===== config.mk =====
export PLATFORM = sky130hd
export DESIGN_NAME = button_request_scheduler
export DESIGN_NICKNAME = d
export VERILOG_FILES = /design/src/rtl/digital_clock_pkg.sv /design/src/rtl/rr_arbiter.sv /design/src/rtl/button_request_scheduler.sv
export SDC_FILE = /design/constraint.sdc
export NUM_CORES = 1
export LEC_CHECK = 0
export CORE_MARGIN = 10
export CORE_UTILIZATION = 50
export DETAILED_ROUTE_END_ITERATION = 10
export GPL_TIMING_DRIVEN = 0
export PLACE_DENSITY = 0.69
export SETUP_SLACK_MARGIN = 0.4
export SYNTH_ARGS = -nofsm -noshare
export SYNTH_HDL_FRONTEND = slang
export SYNTH_SLANG_ARGS = --single-unit

===== constraint.sdc =====
create_clock -name i_clk -period 3.2 [get_ports i_clk]
set_input_delay 0.64 -clock i_clk [delete_from_list [all_inputs] [get_ports i_clk]]
set_output_delay 0.64 -clock i_clk [all_outputs]
set_load 0.02 [all_outputs]

===== src/rtl/digital_clock_pkg.sv =====
// Shared definitions for the digital clock button path: scheduler state encoding,
// push-button indices and default timing constants derived from the system clock.
package digital_clock_pkg;

    // Scheduler FSM states
    typedef enum logic [1:0] {
        StIdle,
        StIssue,
        StClear,
        StHoldoff
    } sched_state_e;

    // Push-button requester indices into the latch bank
    localparam int unsigned BTN_MODE = 0;
    localparam int unsigned BTN_INC  = 1;
    localparam int unsigned BTN_DEC  = 2;
    localparam int unsigned BTN_SET  = 3;
    localparam int unsigned NUM_BTN  = 4;

    // System clock and the default cycle counts it implies
    localparam int unsigned SYS_CLK_HZ             = 1_000_000;
    localparam int unsigned DEFAULT_LOCKOUT_CYCLES = SYS_CLK_HZ / 62_500; // 16 us
    localparam int unsigned DEFAULT_REPEAT_DELAY   = SYS_CLK_HZ / 4;      // 250 ms
    localparam int unsigned DEFAULT_REPEAT_PERIOD  = SYS_CLK_HZ / 20;     // 50 ms

    // True when value can be loaded into a counter of the given width
    function automatic bit fits_width(input longint unsigned value, input int unsigned width);
        if (width >= 64) begin
            return 1'b1;
        end
        return value < (64'(1) << width);
    endfunction

endpackage


===== src/rtl/rr_arbiter.sv =====
// Combinational round-robin arbiter: picks the first pending request after the
// previous grant, wrapping around. Reusable for any requester count >= 2.
module rr_arbiter #(
    parameter int unsigned N_REQ = 4,
    parameter int unsigned ID_W  = $clog2(N_REQ)
) (
    input  logic [N_REQ-1:0] i_req,
    input  logic [ID_W-1:0]  i_last_grant,
    output logic [ID_W-1:0]  o_grant,
    output logic             o_valid
);

    logic [ID_W-1:0] w_idx;

    // Scan from the farthest candidate down to the nearest so the nearest hit wins
    always_comb begin
        o_grant = '0;
        o_valid = 1'b0;
        w_idx   = '0;
        for (int k = N_REQ; k >= 1; k--) begin
            w_idx = ID_W'((32'(i_last_grant) + 32'(k)) % N_REQ);
            if (i_req[w_idx]) begin
                o_grant = w_idx;
                o_valid = 1'b1;
            end
        end
    end

endmodule


===== src/rtl/button_request_scheduler.sv =====
// Round-robin scheduler sharing the time-setting datapath among latched push-button
// requests. Grants one request, issues it over valid/ready, clears the latch once the
// button is released and then enforces a lockout before the next grant.
// Optional feature: define AUTO_REPEAT_EN to re-issue a held button's command after
// REPEAT_DELAY cycles and every REPEAT_PERIOD cycles thereafter.
module button_request_scheduler
    import digital_clock_pkg::*;
#(
    parameter int unsigned N_REQ          = NUM_BTN,
    parameter int unsigned ID_W           = $clog2(N_REQ),
    parameter int unsigned LOCKOUT_CYCLES = DEFAULT_LOCKOUT_CYCLES,
    parameter int unsigned REPEAT_DELAY   = DEFAULT_REPEAT_DELAY,
    parameter int unsigned REPEAT_PERIOD  = DEFAULT_REPEAT_PERIOD,
    parameter int unsigned CNT_W          = 32
) (
    input  logic             i_clk,
    input  logic             i_reset,
    input  logic [N_REQ-1:0] i_req,
    output logic [N_REQ-1:0] o_latch_reset,
    output logic             o_cmd_valid,
    output logic [ID_W-1:0]  o_cmd_id,
    input  logic             i_cmd_ready,
    output logic             o_busy
);

    // Reject configurations whose counts cannot be held by the counter
    if (N_REQ < 2 ||
        !fits_width(64'(LOCKOUT_CYCLES), CNT_W) ||
        !fits_width(64'(REPEAT_DELAY), CNT_W) ||
        !fits_width(64'(REPEAT_PERIOD), CNT_W)) begin : g_cfg_err
        $error("button_request_scheduler: invalid N_REQ or cycle count exceeds CNT_W");
    end

    sched_state_e     r_state;
    logic [N_REQ-1:0] r_latch_reset;
    logic             r_cmd_valid;
    logic [ID_W-1:0]  r_cmd_id;
    logic [ID_W-1:0]  r_last_grant;
    logic             r_busy;
    logic [CNT_W-1:0] r_cnt;
`ifdef AUTO_REPEAT_EN
    logic             r_repeat;
`endif

    logic [ID_W-1:0]  w_grant;
    logic             w_grant_valid;
    logic             w_req_held;
    logic             w_cnt_last;

    rr_arbiter #(
        .N_REQ (N_REQ),
        .ID_W  (ID_W)
    ) u_rr_arbiter (
        .i_req        (i_req),
        .i_last_grant (r_last_grant),
        .o_grant      (w_grant),
        .o_valid      (w_grant_valid)
    );

    // Level of the granted button's latch, and counter expiring on this cycle
    assign w_req_held = i_req[r_cmd_id];
    assign w_cnt_last = (r_cnt <= CNT_W'(1));

    // Scheduler FSM; every output is a register updated here
    always_ff @(posedge i_clk) begin
        if (i_reset) begin
            r_state       <= StIdle;
            r_latch_reset <= '0;
            r_cmd_valid   <= 1'b0;
            r_cmd_id      <= '0;
            r_last_grant  <= ID_W'(N_REQ - 1);
            r_busy        <= 1'b0;
            r_cnt         <= '0;
`ifdef AUTO_REPEAT_EN
            r_repeat      <= 1'b0;
`endif
        end else begin
            unique case (r_state)
                StIdle: begin
                    if (w_grant_valid) begin
                        r_cmd_id    <= w_grant;
                        r_cmd_valid <= 1'b1;
                        r_busy      <= 1'b1;
                        r_state     <= StIssue;
                    end
                end
                StIssue: begin
                    if (i_cmd_ready) begin
                        r_last_grant  <= r_cmd_id;
                        r_cmd_valid   <= 1'b0;
                        r_latch_reset <= N_REQ'(1) << r_cmd_id;
                        r_state       <= StClear;
`ifdef AUTO_REPEAT_EN
                        r_cnt <= r_repeat ? CNT_W'(REPEAT_PERIOD) : CNT_W'(REPEAT_DELAY);
`endif
                    end
                end
                StClear: begin
                    if (!w_req_held) begin
                        r_latch_reset <= '0;
`ifdef AUTO_REPEAT_EN
                        r_repeat      <= 1'b0;
`endif
                        if (LOCKOUT_CYCLES == 0) begin
                            r_busy  <= 1'b0;
                            r_state <= StIdle;
                        end else begin
                            r_cnt   <= CNT_W'(LOCKOUT_CYCLES);
                            r_state <= StHoldoff;
                        end
                    end
`ifdef AUTO_REPEAT_EN
                    else if (w_cnt_last) begin
                        // Held long enough: re-issue the same id, bypassing arbitration
                        r_latch_reset <= '0;
                        r_cmd_valid   <= 1'b1;
                        r_repeat      <= 1'b1;
                        r_state       <= StIssue;
                    end else begin
                        r_cnt <= r_cnt - CNT_W'(1);
                    end
`endif
                end
                StHoldoff: begin
                    r_cnt <= r_cnt - CNT_W'(1);
                    if (w_cnt_last) begin
                        r_busy  <= 1'b0;
                        r_state <= StIdle;
                    end
                end
                default: begin
                    r_state <= StIdle;
                end
            endcase
        end
    end

    assign o_latch_reset = r_latch_reset;
    assign o_cmd_valid   = r_cmd_valid;
    assign o_cmd_id      = r_cmd_id;
    assign o_busy        = r_busy;

endmodule


==> summary.md, run 1 <==
| Metric | Value |
|---|---|
| Status | finished, final reports clean |
| Area growth from synthesis to layout | 15.99% |
| Global route overflow | 0 |
| Gpl congestion | 0.7825 |
| Routed vias/inst | 5.649 |
| Nets | 311 |
| Syn Inst Count | 270 |
| CTS tree | done |
| YS warnings | 0 |
| Fillcell total | 394 |
| Area of the multi-input gates | 1300 µm² |
| Setup TNS | 0 ns |
| Final period demand of the worst path | 2.649 ns |
| Most area-hungry cell type in the Yosys netlist | dfxtp_1 |
| Syn Nets | 284 |
| Share of layout cells above drive strength 1 | 7.718% |
| Register area | 880.8 µm² |
| Max Clock Skew | 0.006324 ns |
| Register area share after synthesis | 39.22% |
| Top post-synthesis cells by area | dfxtp_1, xor2_1, nor2_1, ha_1, or4_1 |
| Clk root buf | clkbuf_8 |
| Netlist cell types | 36 |
| WHS Path Cells | 2 |
| Die area | 7572 µm² |
| CP Data Arrival Time | 2.88 ns |
| Clock buffer count from CTS | 5 |
| First-pass GRT wire length | 8.528 mm |
| Primary FF master, synth | dfxtp_1 |
| Maxcap violations | 0 |
| Count leader, synth | nor2_1 |
| CP Buf/Inv Count | 2 |
| Top cells by count, synth | nor2_1, dfxtp_1, xor2_1, nand2_1, nand3_1 |
| Die outline height | 87.02 µm |
| EDFF count, synth | 0 |
| Clock slew seen by the registers of the worst setup and hold paths | 0.08 ns |
| Synth top area share | 39.22% |
| CP max FO | 6 |
| Crit-path cells | dlygate4sd2_1 -> mux4_2 -> a2111oi_4 -> buf_4 -> nand2_1 -> or4_1 -> a21oi_1 |
| Worst-Margin Slew | 0.8554 ns |
| # IOs | 15 |
| Mean post-synth cell area | 8.318 µm² |
| WP depth | 7 |
| Vias in the first global route | 1855 |
| Largest net degree at the start of global routing | 14 |
| 1st-iter DRT viols | 103 |
| Final setup fails | 0 |
| Clock Latency Late Sink | 0.30 ns |
| Initial antenna violation count | 0 |
| WL/cell | 13.80 µm |
| Largest stage delay, worst path | 0.54 ns |
| Area post-placement | 2451 µm² |
| Worst hold margin | 0.4750 ns |
| Final worst slack | 0.5509 ns |
| Ys async rst share | 0% |
| CTS Buffer Depth | 2 |
| Mapped cell area | 2246 µm² |
| Worst Hold Class | reg2reg |
| Drc violations | 0 |
| Synth Register Bits | 44 |
| PortBufs | 14 |
| Worst EP required | 3.43 ns |
| Via count | 1977 |
| Cell Rows | 24 |
| Final period util | 82.78% |
| CP delay by family, top | simple AND/OR/NAND/NOR gates |
| Hold Buf Count CTS | 0 |
| ANT nets after route | 0 |
| Horiz. Die Dim | 87.02 µm |
| Core ar. | 4354 µm² |
| Total wire length | 4.831 mm |
| # clock sinks | 44 |
| Max Clk Rate | 377.5 MHz |
| ANT cells | 0 |
| CP Launch Type | primary input |
| Router iterations before antenna repair | 4 |
| Final Slew Violations | 0 |
| FF-to-FF path depth | 6 |
| All-Layer GR Usage | 13.69% |
| Crit. End Element | register |
| Clock H-tree levels | 2 |
| Initial Utilization | 51.58% |
| DP HPWL | 3.395 mm |
| Final hold vios | 0 |
| Finished layout cell area | 2605 µm² |
| Crit Path Class | in2reg |
| RSZ-0062 raised after global routing | false |
| Worst-path cell with the longest stage delay | mux4_2 |
| Setup WS pre-CTS | -0.3836 ns |
| Slew HR | 42.63% |
-- worst paths after layout --
| check | slack [ns] | to | startpoint |
|---|---|---|---|
| hold reg to reg | 0.47 | o_cmd_valid | o_cmd_valid |
| setup / recovery | 0.55 | r_cnt[27] | i_req[2] |
| hold / removal | 0.47 | o_cmd_valid | o_cmd_valid |
| setup reg to reg | 0.62 | r_cnt[27] | o_cmd_id[0] |
-- kinds of logic (layout without fill, tap and decap cells) --
logic type               Yosys count  after routing  share of synthesized area [%]
buffers and inverters             19             47                          3.176
AO/OA/AOI/OAI                     39             39                          11.98
flip-flops                        44             44                          39.22
XOR/XNOR                          21             21                          8.190
multiplexers                       4              4                          2.340
adder cells (fa/ha/maj)            7              7                          3.900
AND/OR/NAND/NOR                  136            136                          31.20
-- worst register-to-register path, stage by stage (launching register included) --
cell       delay (ns)
dfxtp_1          0.49
mux4_2           0.62
a2111oi_4        0.46
buf_4            0.18
nand2_1          0.11
or4_1            0.52
a21oi_1          0.14
-- final cells by class --
type	count	area share, %
plain buffers	11	1.825
multi-input cells	207	49.90
clock buffers	7	3.314
clock inverters	1	0.2882
flip-flops and latches	44	33.81
inverters	8	1.153
repair buffers	20	7.205
well taps	52	2.498
-- sequential cells by signal, indices dropped and copies added, names as in the netlist --
| name | cells |
|---|---|
| o_busy | 1 |
| o_cmd_id | 2 |
| o_cmd_valid | 1 |
| o_latch_reset | 4 |
| r_cnt | 32 |
| r_last_grant | 2 |
| r_state | 2 |
-- timing repair --
action	in CTS	in global routing
setup buffers	4	2
endpoints found under the hold margin	0	0
pin swaps	1	2
setup endpoints to repair	19	27
gates resized for setup	3	10
-- per-layer routing --
metal / part of all wire [%] / track usage, % / vias up / wire [µm]
li1: - / - / 1017 / -
met1: 49 / 17.49 / 927 / 2354
met2: 46 / 21.25 / 25 / 2233
met3: 3.6 / 4.026 / 8 / 172
met4: 1.4 / 4.860 / 0 / 70
met5: 0 / 0 / - / 0
-- metrics by stage --
step                instances  util, %
floorplan                 270        -
global placement          336    56.29
detailed placement        336    56.29
CTS                       348    59.11
global route              350    59.83
finish                    350    59.83
-- layout by cell type, fill, tap and decap left out, types with 3 or more instances in the layout --
| master | netlist | final |
|---|---|---|
| a21oi_1 | 13 | 13 |
| a31oi_1 | 3 | 3 |
| buf_4 | 0 | 7 |
| clkbuf_1 | 11 | 9 |
| clkbuf_8 | 0 | 6 |
| clkdlybuf4s50_1 | 0 | 10 |
| dfxtp_1 | 44 | 44 |
| ha_1 | 7 | 7 |
| inv_1 | 8 | 8 |
| mux2i_1 | 3 | 3 |
| nand2_1 | 18 | 18 |
| nand3_1 | 14 | 14 |
| nand3b_1 | 3 | 3 |
| nand4_1 | 10 | 10 |
| nand4b_1 | 3 | 3 |
| nor2_1 | 45 | 45 |
| nor2b_1 | 6 | 6 |
| nor3_1 | 10 | 10 |
| nor4_1 | 4 | 4 |
| o211ai_1 | 4 | 4 |
| o21ai_0 | 7 | 7 |
| o31ai_1 | 4 | 4 |
| or2_2 | 3 | 3 |
| or3_1 | 4 | 4 |
| or4_1 | 10 | 10 |
| xor2_1 | 20 | 20 |
Power of run 1 is not shown: default switching activity piles up to over one toggle a cycle in this logic, so the estimate is an artifact.
==> run 2: changes to the inputs <==
- clock period: 3.2 -> 2.5 ns (I/O delays scaled with it)
==> summary.md, run 2 (synthesized netlist as in run 1, its figures left out) <==
| Metric | Value |
|---|---|
| 1st-iter DRT viols | 115 (+12%) |
| Largest Register | r_cnt |
| Gpl congestion | 0.7748 (-0.98%) |
| FF-to-FF path depth | 6 (unchanged) |
| Non-filler cells, final | 361 (+3.1%) |
| Nets | 322 (+3.5%) |
| Status | finished, final reports clean |
| Hold Startpoint | o_cmd_valid |
| Final hold vios | 0 (unchanged) |
| Fillcell total | 370 (-6.1%) |
| # clock sinks | 44 (unchanged) |
| Final period util | 91.82% |
| Finished layout cell area | 2829 µm² (+8.6%) |
| FF-to-FF Start | o_cmd_id[0] |
| Worst Hold Class | reg2reg |
| Worst-Margin Slew | 0.6620 ns (-0.1934 ns) |
| Drc violations | 0 (unchanged) |
| WL/cell | 14.37 µm (+4.1%) |
| CP Launch Type | register |
| Final period demand of the worst path | 2.296 ns |
| Area of the multi-input gates | 1390 µm² (+6.9%) |
| PortBufs | 14 (unchanged) |
| First-pass GRT wire length | 8.645 mm (+1.4%) |
| Number of flip-flops in the largest register | 32 (unchanged) |
| Register area | 885.9 µm² (+0.57%) |
| Crit Path Class | reg2reg |
| DP HPWL | 3.380 mm (-0.46%) |
| Largest net degree at the start of global routing | 15 (+1) |
| Max Clock Skew | 0.005609 ns (-0.0007153 ns) |
| Via count | 2069 (+4.7%) |
| Worst EP required | 2.74 ns (-0.69 ns) |
| CP Data Arrival Time | 2.54 ns (-0.34 ns) |
| Maxcap violations | 0 (unchanged) |
| Share of layout cells above drive strength 1 | 19.42% (+12 points) |
| Global route overflow | 0 (unchanged) |
| Core ar. | 4354 µm² (unchanged) |
| Final Slew Violations | 0 (unchanged) |
| CTS tree | done |
| Routed vias/inst | 5.731 (+1.5%) |
| Router iterations before antenna repair | 5 (+1) |
| Clock buffer count from CTS | 5 (unchanged) |
| Clock Latency Late Sink | 0.30 ns (about the same) |
| Commonest non-fill, non-tap cell in the layout | nor2_1 |
| Clk root buf | clkbuf_8 |
| Initial Utilization | 51.58% (unchanged) |
| Crit. End Element | register |
| Clock slew seen by the registers of the worst setup and hold paths | 0.08 ns (about the same) |
| Max Clk Rate | 435.6 MHz |
| Clock H-tree levels | 2 (unchanged) |
| Worst hold margin | 0.4901 ns (+0.01513 ns) |
| All-Layer GR Usage | 13.87% (+0.18 points) |
| Most frequent cells in the layout | nor2_1, dfxtp_1, xor2_1, nand2_1, buf_4 |
| CP max FO | 5 (-1) |
| Horiz. Die Dim | 87.02 µm (unchanged) |
| Area growth from synthesis to layout | 25.96% |
| # IOs | 15 (unchanged) |
| Area post-placement | 2452 µm² (about the same) |
| Total wire length | 5.186 mm (+7.3%) |
| Setup TNS | 0 ns (unchanged) |
| ANT cells | 0 (unchanged) |
| CP Buf/Inv Count | 1 (-1) |
| Die area | 7572 µm² (unchanged) |
| Crit-path cells | mux4_2 -> a2111oi_4 -> buf_4 -> nand2_4 -> or4_1 -> a21oi_1 |
| Largest stage delay, worst path | 0.57 ns (+0.03 ns) |
| Final setup fails | 0 (unchanged) |
| Vias in the first global route | 1829 (-1.4%) |
| Worst R2R Setup Slack | 0.20 ns (-0.42 ns) |
| Die outline height | 87.02 µm (unchanged) |
| RSZ-0062 raised after global routing | true |
| R2r endpoint | r_cnt[27] |
| CTS Buffer Depth | 2 (unchanged) |
| ANT nets after route | 0 (unchanged) |
| End of the worst hold path | o_cmd_valid |
| Initial antenna violation count | 0 (unchanged) |
| CP delay by family, top | compound AO/OA/AOI/OAI gates |
| WHS Path Cells | 2 (unchanged) |
| Placed cell count | 336 (unchanged) |
| Cell Rows | 24 (unchanged) |
| Slew HR | 55.86% (+13 points) |
| Worst-path cell with the longest stage delay | mux4_2 |
-- run 2: changes by cell type in the layout (fill, tap and decap cells not counted), moves of 3 or more --
cell	previous run	this run
clkbuf_1	9	4
buf_6	0	4
buf_4	7	14
or4_4	0	3
nand3_1	14	10
or4_1	10	7
buf_2	0	5
nand3_2	0	4
-- run 2: metrics by stage --
step | setup WS [ns] | util [%]
after floorplan | 0.1056 | -
after CTS | 0.2220 | 62.73
final | 0.2044 | 64.97
after global routing | 0.09627 | 64.97
after detailed placement | -0.8611 | 56.32
after global placement | -0.8170 | 56.32
-- run 2: worst min-delay path: cells and delay by family, from the launching register on --
family | cells | cell delay, ns
flops | 1 | 0.33
simple gates | 1 | 0.06
compound gates | 1 | 0.05
-- run 2: final cells by class --
| type | instances | area share (%) |
|---|---|---|
| flip-flops and latches | 44 | 31.31 |
| multi-input cells | 207 | 49.14 |
| clock buffers | 6 | 2.919 |
| well taps | 52 | 2.300 |
| repair buffers | 31 | 9.376 |
| clock inverters | 2 | 1.371 |
| plain buffers | 11 | 2.521 |
| inverters | 8 | 1.061 |
-- run 2: worst max path at each step --
| stage | from | endpoint | slack (ns) | cells past startpoint |
|---|---|---|---|---|
| final | o_cmd_id[0] | r_cnt[27] | 0.20 | 6 |
| after global routing | o_cmd_id[0] | r_cnt[31] | 0.1 | 6 |
| after CTS | o_cmd_id[0] | r_cnt[27] | 0.22 | 6 |
| after detailed placement | i_req[0] | r_cnt[30] | -0.86 | 6 |
| after global placement | i_req[2] | r_cnt[26] | -0.82 | 6 |
| after floorplan | i_req[3] | r_cnt[26] | 0.11 | 5 |
-- run 2: routing by layer --
metal,global-route usage (%),up-vias,routed length [µm]
met5,0,-,0
met4,5.596,0,68
met3,2.809,7,210
met2,21.79,42,2487
met1,18.01,975,2420
li1,-,1045,-
-- run 2: timing repair --
item                       4_1_cts  5_1_grt
setup endpoints to repair       39       36
setup buffers                   10        6
pin swaps                       13       16
gates resized for setup         42       21
cloned                           1        0
hold buffers                     0        0
Power of run 2 is left out for the same reason.
==> run 3: changes to the inputs <==
- SETUP_SLACK_MARGIN: 0.4 -> 0.02
==> summary.md, run 3 (synthesized netlist as in run 1, its figures left out) <==
| Metric | Value |
|---|---|
| Fillcell total | 388 (+4.9%) |
| Hold Buf Count CTS | 0 (unchanged) |
| Nets | 311 (-3.4%) |
| Setup TNS | 0 ns (unchanged) |
| Worst-Margin Slew | 0.5469 ns (-0.1151 ns) |
| Die outline height | 87.02 µm (unchanged) |
| PortBufs | 14 (unchanged) |
| Worst Hold Class | reg2reg |
| Max Clock Skew | 0.008968 ns (+0.003360 ns) |
| Crit Path Class | reg2reg |
| Via count | 1970 (-4.8%) |
| Horiz. Die Dim | 87.02 µm (unchanged) |
| Utilization after layout | 60.23% (-4.7 points) |
| Vias in the first global route | 1781 (-2.6%) |
| # IOs | 15 (unchanged) |
| RSZ-0062 raised after global routing | false |
| Final hold vios | 0 (unchanged) |
| Slew HR | 63.54% (+7.7 points) |
| Area post-placement | 2452 µm² (unchanged) |
| DP HPWL | 3.307 mm (-2.1%) |
| Clk root buf | clkbuf_8 |
| CP max FO | 6 (+1) |
| CTS tree | done |
| Routed vias/inst | 5.629 (-1.8%) |
| Gpl congestion | 0.7947 (+2.6%) |
| Share of layout cells above drive strength 1 | 13.09% (-6.3 points) |
| Most frequent cells in the layout | nor2_1, dfxtp_1, xor2_1, nand2_1, nand3_1 |
| Max Clk Rate | 422.2 MHz (-3.1%) |
| Clock buffer count from CTS | 5 (unchanged) |
| ANT nets after route | 0 (unchanged) |
| Cell Rows | 24 (unchanged) |
| Core ar. | 4354 µm² (unchanged) |
| Final Slew Violations | 0 (unchanged) |
| Drc violations | 0 (unchanged) |
| Finished layout cell area | 2623 µm² (-7.3%) |
| Final period demand of the worst path | 2.369 ns (+0.07309 ns) |
| 1st-iter DRT viols | 125 (+8.7%) |
| Worst EP required | 2.74 ns (about the same) |
| Die area | 7572 µm² (unchanged) |
| Commonest non-fill, non-tap cell in the layout | nor2_1 |
| Number of flip-flops in the largest register | 32 (unchanged) |
| Largest net degree at the start of global routing | 14 (-1) |
| CP Launch Type | register |
| Final setup fails | 0 (unchanged) |
| ANT cells | 0 (unchanged) |
| First-pass GRT wire length | 8.010 mm (-7.3%) |
| Final period util | 94.75% (+2.9 points) |
| Largest Register | r_cnt |
| # clock sinks | 44 (unchanged) |
| Maxcap violations | 0 (unchanged) |
| Clock H-tree levels | 2 (unchanged) |
| Clock slew seen by the registers of the worst setup and hold paths | 0.08 ns (about the same) |
| Crit. End Element | register |
| WL/cell | 13.75 µm (-4.3%) |
| Initial antenna violation count | 0 (unchanged) |
| Router iterations before antenna repair | 4 (-1) |
| CTS Buffer Depth | 2 (unchanged) |
| Clock Latency Late Sink | 0.29 ns (about the same) |
| Global route overflow | 0 (unchanged) |
| Total wire length | 4.812 mm (-7.2%) |
| All-Layer GR Usage | 12.83% (-1.0 points) |
| Area growth from synthesis to layout | 16.77% |
| Status | finished, final reports clean |
| Initial Utilization | 51.58% (unchanged) |
| CP Data Arrival Time | 2.61 ns (+0.07 ns) |
## run 3: changes by cell type in the layout (fill, tap and decap cells not counted), sizes merged
| cell | delta |
|---|---|
| buf | -16 |
| clkbuf | +6 |
| bufinv | -1 |
| clkinv | -1 |
| clkinvlp | +1 |
## run 3: cell type report
cell class	count	area [µm²]	share of cell area (%)
multi-input combinational	207	1333	50.81
sequential	44	884.6	33.73
timing repair buffer	21	172.7	6.584
clock buffer	7	86.33	3.292
tap	52	65.06	2.481
buffer	10	43.79	1.670
inverter	8	30.03	1.145
clock inverter	1	7.507	0.2863
## run 3: critical path, stage by stage (launching register included)
cell and delay (ns):
dfxtp_1 0.36, or4_1 0.64, nor4b_2 0.38, nand4_1 0.31
or4b_1 0.54, nand3_1 0.08
## run 3: metal layers
layer  vias up  part of all wire (%)  global-route usage, %
li1       1019                     -                      -
met1       909                    47                  16.01
met2        32                    46                  20.59
met3        10                   4.3                  3.184
met4         0                   2.0                  5.007
met5         -                     0                      0
## run 3: per-stage QoR
| stage | cells | hold slack (ns) | setup slack, ns |
|---|---|---|---|
| finish | 350 | 0.4811 | 0.1313 |
| floorplan | 270 | 0.4463 | 0.08211 |
| detailed placement | 336 | 0.4736 | -0.8954 |
| global route | 350 | 0.5227 | 0.003561 |
| CTS | 348 | 0.4854 | 0.05221 |
| global placement | 336 | 0.4700 | -0.8519 |
## run 3: repair_timing
action | in CTS | in global routing
resized for setup | 10 | 21
setup buffers | 4 | 3
pin swaps | 1 | 3
setup endpoints to repair | 33 | 24
## run 3: path summary, 6_finish.rpt
kind / from / end / slack (ns) / cells after the start
max: r_cnt[17] / r_state[0] / 0.13 / 5
min: o_cmd_valid / o_cmd_valid / 0.48 / 2
max reg2reg: r_cnt[17] / r_state[0] / 0.13 / 5
min reg2reg: o_cmd_valid / o_cmd_valid / 0.48 / 2
Power of run 3 is left out for the same reason.
